<file path="config.mk">
export PLATFORM = sky130hd
export DESIGN_NAME = pipeline_hazard_ctrl
export DESIGN_NICKNAME = d
export VERILOG_FILES = /design/src/rtl/riscv_pkg.sv /design/src/rtl/mem_wait_fsm.sv /design/src/rtl/pipeline_hazard_ctrl.sv
export SDC_FILE = /design/constraint.sdc
export NUM_CORES = 1
export LEC_CHECK = 0
export ABC_AREA = 1
export CORE_MARGIN = 1
export CORE_UTILIZATION = 37
export DETAILED_ROUTE_END_ITERATION = 12
export PLACE_DENSITY = 0.8
export SLEW_MARGIN = 10
export SYNTH_ARGS = -nofsm -noshare
export SYNTH_HDL_FRONTEND = slang
export SYNTH_SLANG_ARGS = --single-unit
</file>
<file path="constraint.sdc">
create_clock -name clk_i -period 1.2 [get_ports clk_i]
set_input_delay 0.18 -clock clk_i [delete_from_list [all_inputs] [get_ports clk_i]]
set_output_delay 0.18 -clock clk_i [all_outputs]
set_load 0.005 [all_outputs]
</file>
<file path="src/rtl/riscv_pkg.sv">
// Shared core definitions: register index width, hazard FSM states and
// the default data-memory wait limit.
package riscv_pkg;

   localparam int REGW = 5;

   localparam int DMEM_MAX_WAIT = 15;

   typedef enum logic {
      IDLE = 1'b0,
      WAIT = 1'b1
   } hazard_state_e;

endpackage

</file>
<file path="src/rtl/mem_wait_fsm.sv">
// Tracks an outstanding data-memory access: raises mem_stall until ack and
// aborts with a bus error once MAX_WAIT wait cycles have passed without one.
module mem_wait_fsm
   import riscv_pkg::*;
#(
   parameter int MAX_WAIT = DMEM_MAX_WAIT,
   parameter int WCNT_W   = 8
) (
   input  logic clk_i,
   input  logic rst_i,
   input  logic mem_req_m,
   input  logic dmem_ack_i,
   output logic mem_stall_o,
   output logic suppress_wb_o,
   output logic bus_err_o
);

   localparam logic [WCNT_W-1:0] CNT_MAX = WCNT_W'(MAX_WAIT);

   hazard_state_e     state;
   hazard_state_e     next_state;
   logic [WCNT_W-1:0] cnt;
   logic [WCNT_W-1:0] next_cnt;

   always_ff @(posedge clk_i or negedge rst_i) begin
      if (!rst_i) begin
         state <= IDLE;
         cnt   <= '0;
      end else begin
         state <= next_state;
         cnt   <= next_cnt;
      end
   end

   // cnt counts wait cycles already spent; an ack always beats a timeout.
   always_comb begin
      next_state    = state;
      next_cnt      = cnt;
      mem_stall_o   = 1'b0;
      suppress_wb_o = 1'b0;
      bus_err_o     = 1'b0;
      case (state)
         IDLE: begin
            if (mem_req_m && !dmem_ack_i) begin
               mem_stall_o = 1'b1;
               next_state  = WAIT;
               next_cnt    = WCNT_W'(1);
            end
         end
         WAIT: begin
            if (dmem_ack_i) begin
               next_state = IDLE;
               next_cnt   = '0;
            end else if (cnt == CNT_MAX) begin
               bus_err_o     = 1'b1;
               suppress_wb_o = 1'b1;
               next_state    = IDLE;
               next_cnt      = '0;
            end else begin
               mem_stall_o = 1'b1;
               next_cnt    = cnt + WCNT_W'(1);
            end
         end
         default: begin
            next_state = IDLE;
            next_cnt   = '0;
         end
      endcase
   end

endmodule

</file>
<file path="src/rtl/pipeline_hazard_ctrl.sv">
// Hazard controller for the 3-stage core: operand forwarding, memory-wait
// stalls, branch flush. Optional perf counters under HAZARD_PERF_CNT_EN.
module pipeline_hazard_ctrl
   import riscv_pkg::*;
#(
   parameter int MAX_WAIT = DMEM_MAX_WAIT,
   parameter int WCNT_W   = 8
) (
   input  logic            clk_i,
   input  logic            rst_i,
   input  logic [REGW-1:0] rs1_e,
   input  logic [REGW-1:0] rs2_e,
   input  logic [REGW-1:0] rd_m,
   input  logic            reg_write_m,
   input  logic            mem_req_m,
   input  logic            dmem_ack_i,
   input  logic            branch_taken_e,
   output logic            fwd_a_o,
   output logic            fwd_b_o,
   output logic            stall_f_o,
   output logic            stall_e_o,
   output logic            flush_f_o,
   output logic            suppress_wb_o,
`ifdef HAZARD_PERF_CNT_EN
   output logic            bus_err_o,
   output logic [31:0]     stall_cycles_o,
   output logic [31:0]     flush_count_o
`else
   output logic            bus_err_o
`endif
);

   logic mem_stall;

   mem_wait_fsm #(
      .MAX_WAIT (MAX_WAIT),
      .WCNT_W   (WCNT_W)
   ) u_fsm (
      .clk_i         (clk_i),
      .rst_i         (rst_i),
      .mem_req_m     (mem_req_m),
      .dmem_ack_i    (dmem_ack_i),
      .mem_stall_o   (mem_stall),
      .suppress_wb_o (suppress_wb_o),
      .bus_err_o     (bus_err_o)
   );

   // x0 is hardwired to zero, so it is never forwarded.
   always_comb begin
      fwd_a_o = reg_write_m && (rs1_e == rd_m) && (rs1_e != '0);
      fwd_b_o = reg_write_m && (rs2_e == rd_m) && (rs2_e != '0);
   end

   // A branch in frozen E waits; its flush fires when the stall releases.
   always_comb begin
      stall_f_o = mem_stall;
      stall_e_o = mem_stall;
      flush_f_o = branch_taken_e && !mem_stall;
   end

`ifdef HAZARD_PERF_CNT_EN
   // Saturating event counters.
   always_ff @(posedge clk_i or negedge rst_i) begin
      if (!rst_i) begin
         stall_cycles_o <= '0;
         flush_count_o  <= '0;
      end else begin
         if (mem_stall && (stall_cycles_o != '1))
            stall_cycles_o <= stall_cycles_o + 32'd1;
         if (flush_f_o && (flush_count_o != '1))
            flush_count_o <= flush_count_o + 32'd1;
      end
   end
`endif

endmodule

</file>
After elaboration in Yosys (flattened, before gate mapping). Cells that the tools add are included.

Add/subtract/negate cells: 1. Multiply operators: 0. Divide/modulo/power cells: 0. Magnitude comparators: 0. Equal/unequal tests: 4. Shift operators: 0. Muxes and demuxes: 11. Bitwise operators: 1. Reduce and logical (&&, ||, !) cells: 10.

Operators by type and width (count): two-way mux 8 bit (3); one-hot mux 8 bit (2 select lines) (1); equality test 5 bit (2); nonzero test 5 bit (2); adder 8 x 1 -> 8 bit (second input constant) (1); equality test 8 x 4 -> 1 bit (second input constant) (1); logical AND 1 bit (6); two-way mux 1 bit (6); zero test 1 bit (2); inequality test 2 x 1 -> 1 bit (second input constant) (1); one-hot mux 1 bit (2 select lines) (1); NOT 1 bit (1).

Flip-flop bits (word level): 9. Latch bits: 0. Memory bits (writable): 0. Bits in read-only memories: 0. Bits of input ports: 21. Memories: 0.

Depth between registers and ports, before layout. Gate-level depths: netlist (run 1).

Depth after elaboration: 6. Depth in mapped cells: 7.

Hierarchy. Synthesis (run 1) repeated with hierarchy kept, for this count alone.

Cells, all modules: 134. Area, all modules: 769.5 um^2.

By module, submodules not included: mem_wait_fsm (instances 1, cells an instance 79, area each 545.5 um^2, sequential area each 225.2 um^2); pipeline_hazard_ctrl (instances 1, cells an instance 55, area each 224.0 um^2, sequential area each 0.0 um^2).

Worst setup path after synthesis (run 1). OpenSTA, ideal clock, no wires.

Path type: register to output. Start point: register u_fsm.cnt[1]. End point: output port stall_f_o. Arrival time: 1.095 ns. Slack: -0.075 ns. Stages on the path, launching flop included: 8. Path buffers: 1. Cell sequence: dfrtp_1 ha_1 nand3_2 inv_2 nand3_2 nand2_2 nand2_2 buf_4.

Cells in the longest elaborated chain, start to end: 4.

RTL lines: from (decl) (line mem_wait_fsm.sv:22) `logic [WCNT_W-1:0] cnt;`; from (signal assigned) (line mem_wait_fsm.sv:31) `cnt <= next_cnt;`; equality test 8 x 4 -> 1 bit (line mem_wait_fsm.sv:54) `end else if (cnt == CNT_MAX) begin`; two-way mux 1 bit (line mem_wait_fsm.sv:54); two-way mux 1 bit (line mem_wait_fsm.sv:51) `if (dmem_ack_i) begin`; one-hot mux 1 bit (2 select lines) (line mem_wait_fsm.sv:42) `case (state)`; to (decl) (line pipeline_hazard_ctrl.sv:20) `output logic stall_f_o,`.

No other way between the ends.

Final worst setup path (run 1).
Start point: register u_fsm.cnt[1]. End point: output port flush_f_o.

Cells in the longest elaborated chain, start to end: 6.

RTL lines: equality test 8 x 4 -> 1 bit (line mem_wait_fsm.sv:54); two-way mux 1 bit (line mem_wait_fsm.sv:54); two-way mux 1 bit (line mem_wait_fsm.sv:51); one-hot mux 1 bit (2 select lines) (line mem_wait_fsm.sv:42); zero test 1 bit (line pipeline_hazard_ctrl.sv:58) `flush_f_o = branch_taken_e && !mem_stall;`; logical AND 1 bit (line pipeline_hazard_ctrl.sv:58); to (decl) (line pipeline_hazard_ctrl.sv:22) `output logic flush_f_o,`.

No other way between the ends.

==> flow_metrics.py, run 1 <==
metrics = {
    "worst_setup_path": {
        "rrSetupSlack_ps": -270,
        "path_max_fanout": 4,
        "cp_data_arrival_time_ps": 1400,
        "cp-end-kind": "output port",
        "worstPathRequired_ps": 1020,
        "crit_type": "reg2out",
        "cp-start-kind": "flip-flop",
    },
    "placement": {
        "place_congestion": 0.8987,
        "dp_hpwl_mm": 1.762,
        "placed_cell_area_sq_um": 1187,
        "numPortBuffers": 27,
    },
    "detailed_routing": {
        "wl_met2_mm": 1.504,
        "num_vias": 1001,
        "wl_mm": 2.869,
        "vias_per_cell": 4.883,
        "wl_met1_mm": 1.205,
        "dr.max_layer_used": "met4",
        "detail_route.wl_per_cell_microns": 14.00,
        "dr.pass1.iters": 4,
        "wl_met3_microns": 105,
        "drc": 0,
        "drtIter0Drc": 31,
        "ant_nets": 0,
    },
    "finish": {
        "postLayoutCellArea_sq_um": 1363,
        "insertedDiodeCount": 0,
        "layout_commonest_cell": "nand2_1",
        "mostFrequentLayoutCells": "nand2_1, buf_4, inv_1",
        "fin_nets": 203,
        "syn2layout_area_growth_pct": 80.30,
        "drive_gt1_share_pct": 40.56,
    },
    "grt": {
        "grt_pass1_vias": 969,
        "gr-total-overflow": 0,
        "grt_max_degree": 10,
        "grt_pass1_wl_mm": 4.133,
        "grt_use_total_pct": 26.86,
        "antenna_found_initial": 0,
    },
    "cts": {
        "h-tree-depth": 1,
        "cts_tree": "done",
        "insertion_delay_ps": 280,
        "cts_hold_buf": 0,
        "clockBufferDepth": 2,
        "clk_pin_slew_ps": 70,
        "cts.sinks": 9,
        "numCtsBuffers": 3,
        "cts-root-buf": "clkbuf_4",
    },
    "sta": {
        "relSlewSlack_pct": 70.81,
        "finalHoldViolCount": 0,
        "rsz0062_at_grt": "yes",
        "fin_skew_ps": 2.284,
        "worstMarginPinSlew_ps": 436.5,
        "slew_viol_final": 0,
        "setup_violations": 9,
        "period_needed_ps": 1577,
        "tns_ps": -2524,
        "max_freq_ghz": 0.6342,
        "period_share_pct": 131.4,
        "fin_ws_ps": -376.8,
    },
    "synth": {
        "synth_fp_nets": 146,
        "synth_cell_types": 18,
        "syn-mean-instance-area_sq_um": 6.095,
        "yosysWarnings": 0,
        "syn_inst": 124,
        "synth_ff_type": "dfrtp_1",
        "seq_area_frac_synth_pct": 29.80,
        "synth-async-reset-ratio_pct": 100.0,
        "synth_enable_flop_cells": 0,
        "synthesis.area_sq_um": 755.7,
        "synth_seq_cells": 9,
    },
    "die": {
        "die_w_microns": 47.20,
        "die-area_sq_um": 2227,
        "rows": 15,
        "die-height_microns": 47.20,
        "start_util_pct": 41.51,
        "pin_count": 28,
        "core_sq_um": 1821,
    },
    "status": {
        "status": "complete, but fails checks",
        "violations": "setup timing",
    },
    "power": {
        "seq_power_share_pct": 34.1,
        "vdd_drop_max_mv": 0.8748,
        "switching_power_uw": 367.8,
        "cellPowerDensity_nw_per_um2": 767.7,
        "comb_power_share_pct": 40.8,
        "clkPwrFrac_pct": 25.1,
        "internal-power_uw": 678.2,
        "power_leakage_uw": 0.0007049,
        "swShare_pct": 35.17,
    },
    "flow_run": {
        "maxCapViolations": 0,
    },
    "min_path": {
        "min_path_type": "in2async",
    },
}
==> flip-flops by register name, indices dropped and copies added (netlist names) <==
| name | cells |
|---|---|
| u_fsm.cnt | 8 |
| u_fsm.state | 1 |
==> through the flow <==
step,power [uW],utilization (%),worst slack [ps],std cells,hold WS (ps)
after floorplan,503.7,-,-63.42,124,-115.6
after global placement,695.5,65.22,-588.3,192,514.2
after detailed placement,709.9,65.22,-625.9,192,515.4
after CTS,965.8,70.86,-398.0,203,221.2
after global routing,1096,74.85,-423.2,205,245.8
final,1046,74.85,-376.8,205,205.8
==> kinds of logic after synthesis <==
family,after synthesis,synth area share [%]
xor gates and xnor gates,5,5.796
DFF,9,29.80
AOI/OAI and AO/OA,11,7.782
adders and majority gates,1,1.655
and+or+nand+nor,77,43.54
buffers and inverters,21,11.42
==> what timing repair did <==
action / in CTS / in global routing
endpoints found under the setup margin: 10 / 13
resized for setup: 70 / 31
hold endpoints to repair: 0 / 0
pin swaps: 13 / 20
setup buffers: 9 / 2
==> final timing paths <==
check                                         start  depth (start not counted)                       end
setup / recovery           u_fsm.cnt[1]$_DFFE_PN0P_                          8                 flush_f_o
hold / removal                                rst_i                          1  u_fsm.cnt[2]$_DFFE_PN0P_
setup reg to reg           u_fsm.cnt[1]$_DFFE_PN0P_                         10  u_fsm.cnt[4]$_DFFE_PN0P_
hold reg to reg               u_fsm.state$_DFF_PN0_                          2  u_fsm.cnt[0]$_DFFE_PN0P_
max in group asynchronous                     rst_i                          1  u_fsm.cnt[4]$_DFFE_PN0P_
min in group clk_i                        mem_req_m                          3     u_fsm.state$_DFF_PN0_
==> power groups by stage <==
stage          combinational (uW)  sequential [uW]  clock, uW
6_report                      427              357        262
5_1_grt                       468              358        270
4_1_cts                       360              348        257
3_5_place_dp                  356              354          0
3_3_place_gp                  343              352          0
2_1_floorplan                 144              359          0
==> per-layer routing <==
layer  up-vias  GRT usage [%]
li1        490              -
met1       467          32.79
met2        36          46.67
met3         8          6.154
met4         0          8.571
met5         -              0
==> worst max-delay path, stage by stage, from the launching register on <==
cell and delay, ps:
dfrtp_1 390, ha_4 160, nand3_4 60, inv_2 70
nand3_4 100, nand2_4 100, nand2_4 50, nor2_2 70
buf_2 110
==> cell usage after synthesis, types with 2 or more instances <==
master / n / area, sq um
nand3b_1: 2 / 15.01
xor2_1: 2 / 17.52
o21ai_0: 8 / 40.04
nand3_2: 2 / 20.02
nand3_1: 6 / 30.03
xnor2_1: 3 / 26.28
inv_1: 18 / 67.56
nand2_2: 2 / 12.51
nand2_1: 44 / 165.2
dfrtp_1: 9 / 225.2
a21oi_1: 2 / 10.01
buf_4: 2 / 15.01
nor2_2: 2 / 12.51
nor2_1: 18 / 67.56
==> area by class of cell <==
class,instances,area (sq um)
repair buffers,54,442.9
multi-input cells,94,565.5
fillers,131,457.9
well taps,25,31.28
clock buffers,4,26.28
inverters,19,71.32
flip-flops and latches,9,225.2
Power figures use the tool's default switching activity.
==> run 2, diff against run 1 <==
HOLD_SLACK_MARGIN = 0.1   (was default)
PLACE_DENSITY = 0.78   (was 0.8)
clock period = 1.9 ns   (was 1.2 ns; I/O delays follow)
==> run 2 against run 1 <==
Effect of this change:
- the flow now finishes without violations
- die area stayed put
- clock power decreased by 40%
- sequential share of layout area up 3.0 points
- utilization shrank 12 points
- worst hold slack gained 100 ps
- routed wire length down 31%
- critical path depth decreased by 1
- first-iteration DRC count fell by 65%
- largest cell class unchanged
- highest routed layer unchanged
==> flow_metrics.py, run 2 (same netlist as run 1, synthesis figures left out) <==
metrics = {
    "status": {
        "status": "completed",
    },
    "placement": {
        "dp_hpwl_mm": 1.573,
        "dp_slack_ps": -137.6,
        "numPortBuffers": 27,
        "place_congestion": 0.8652,
    },
    "worst_setup_path": {
        "cpMostUsedCell": "nand3_2",
        "path_max_fanout": 3,
        "critPathBufInv": 3,
        "critPathTopFamily": "buffers and inverters",
        "crit_type": "reg2out",
        "cp-end-kind": "output port",
        "cp-start-kind": "flip-flop",
        "cpMaxStageDelayCell": "dfrtp_1",
        "cp_slowest_stage_delay_ps": 390,
        "cp_data_arrival_time_ps": 1510,
        "crit_chain": "ha_4 > nand3_2 > inv_2 > nand3_2 > nor2_2 > buf_4 > dlygate4sd2_1",
        "worstPathRequired_ps": 1620,
    },
    "grt": {
        "antenna_found_initial": 0,
        "grt_pass1_wl_mm": 3.105,
        "use_met1_pct": 26.81,
        "met2_usage_pct": 31.67,
        "grt_max_degree": 10,
        "gr-total-overflow": 0,
        "top_usage_layer": "met2",
        "grt_pass1_vias": 747,
        "grt_util_met3_pct": 7.692,
        "grt_use_total_pct": 20.41,
    },
    "sta": {
        "timing.hold.ws_ps": 308.0,
        "fin_skew_ps": 11.42,
        "worstMarginPinSlew_ps": 429.0,
        "fin_ws_ps": 104.7,
        "setup_violations": 0,
        "max_freq_ghz": 0.5570,
        "slew_viol_final": 0,
        "rsz0062_at_grt": "no",
        "period_needed_ps": 1795,
        "finalHoldViolCount": 0,
        "tns_ps": 0,
        "relSlewSlack_pct": 71.31,
        "period_share_pct": 94.49,
    },
    "finish": {
        "syn2layout_area_growth_pct": 52.32,
        "drive_gt1_share_pct": 14.72,
        "layout_commonest_cell": "nand2_1",
        "largest_register_ffs": 8,
        "mostFrequentLayoutCells": "nand2_1, clkdlybuf4s50_1, inv_1, nor2_1, buf_4",
        "utilization_pct": 63.23,
        "seq_area_sq_um": 225.2,
        "largest_registers": "u_fsm.cnt: 8 flops, u_fsm.state: 1 flops",
        "multiInputGateArea_sq_um": 459.2,
        "insertedDiodeCount": 0,
        "max_flop_register": "u_fsm.cnt",
        "fin_nets": 186,
        "nFillCells": 163,
    },
    "cts": {
        "cts-root-buf": "clkbuf_4",
        "clk_pin_slew_ps": 70,
        "clockBufferDepth": 2,
        "cts.sinks": 9,
        "h-tree-depth": 1,
        "insertion_delay_ps": 280,
        "cts_tree": "done",
        "numCtsBuffers": 3,
    },
    "flow_run": {
        "maxCapViolations": 0,
    },
    "die": {
        "rows": 15,
        "die_w_microns": 47.20,
        "die-height_microns": 47.20,
        "die-area_sq_um": 2227,
        "pin_count": 28,
        "core_sq_um": 1821,
        "start_util_pct": 41.51,
    },
    "detailed_routing": {
        "drc": 0,
        "vias_per_cell": 4.394,
        "detail_route.wl_per_cell_microns": 10.52,
        "ant_nets": 0,
        "num_vias": 826,
        "drtIter0Drc": 11,
        "dr.pass1.iters": 4,
        "wl_mm": 1.977,
    },
    "power": {
        "power_leakage_uw": 0.0006053,
        "cellPowerDensity_nw_per_um2": 515.0,
        "vdd_drop_max_mv": 0.4261,
        "finalPower_uw": 592.9,
    },
    "min_path": {
        "min_path_type": "in2async",
    },
}
==> run 2: cell count changes in the layout (fill, tap and decap cells not counted), moves of 6 or more <==
cell             change
clkdlybuf4s50_1     +15
buf_4                -9
buf_6                -9
buf_2                -6
nor2_1               +9
==> run 2: metrics by stage <==
step | cells | instance area (sq um)
after floorplan | 124 | 755.7
after global placement | 180 | 1087
after detailed placement | 180 | 1087
after CTS | 186 | 1125
after global routing | 188 | 1151
final | 188 | 1151
==> run 2: power breakdown <==
part / total (uW) / internal (uW) / switching [uW] / leakage, uW
sequential: 227 / 209 / 18.5 / 0.000122
clock: 158 / 78.0 / 79.7 / 0.0000177
combinational: 208 / 116 / 91.8 / 0.000466
total: 593 / 403 / 190 / 0.000605
==> run 2: worst paths after layout <==
kind	from	endpoint	slack, ps	cells after the start
hold reg to reg	u_fsm.state$_DFF_PN0_	u_fsm.cnt[0]$_DFFE_PN0P_	510	1
hold / removal	rst_i	u_fsm.cnt[2]$_DFFE_PN0P_	310	1
setup / recovery	u_fsm.cnt[1]$_DFFE_PN0P_	bus_err_o	100	7
setup reg to reg	u_fsm.cnt[1]$_DFFE_PN0P_	u_fsm.cnt[6]$_DFFE_PN0P_	680	7
max in group asynchronous	rst_i	u_fsm.cnt[6]$_DFFE_PN0P_	1280	1
min in group clk_i	u_fsm.state$_DFF_PN0_	u_fsm.cnt[0]$_DFFE_PN0P_	510	1
==> run 2: layer usage <==
metal  part of all wire (%)  wire (microns)
met5                      0               0
met4                   0.40               8
met3                    3.2              64
met2                     46             918
met1                     50             987
==> run 2: what timing repair did <==
action	CTS	global route
setup buffers	2	2
resized for setup	10	2
pin swaps	2	1
endpoints found under the setup margin	7	3
hold buffers	0	0
==> run 2: area by class of cell <==
cell class                      instances  share of cell area (%)
Inverter                               19                   6.196
Tap cell                               25                   2.717
Sequential cell                         9                   19.57
Multi-Input combinational cell         94                   39.89
Clock inverter                          1                  0.4348
Clock buffer                            3                   1.957
Timing Repair Buffer                   37                   29.24
==> run 3, diff against run 2 <==
CTS_CLUSTER_SIZE = 8   (was default)
==> results of run 3 <==
The final DEF is identical to that of run 2; final timing and power are the same.
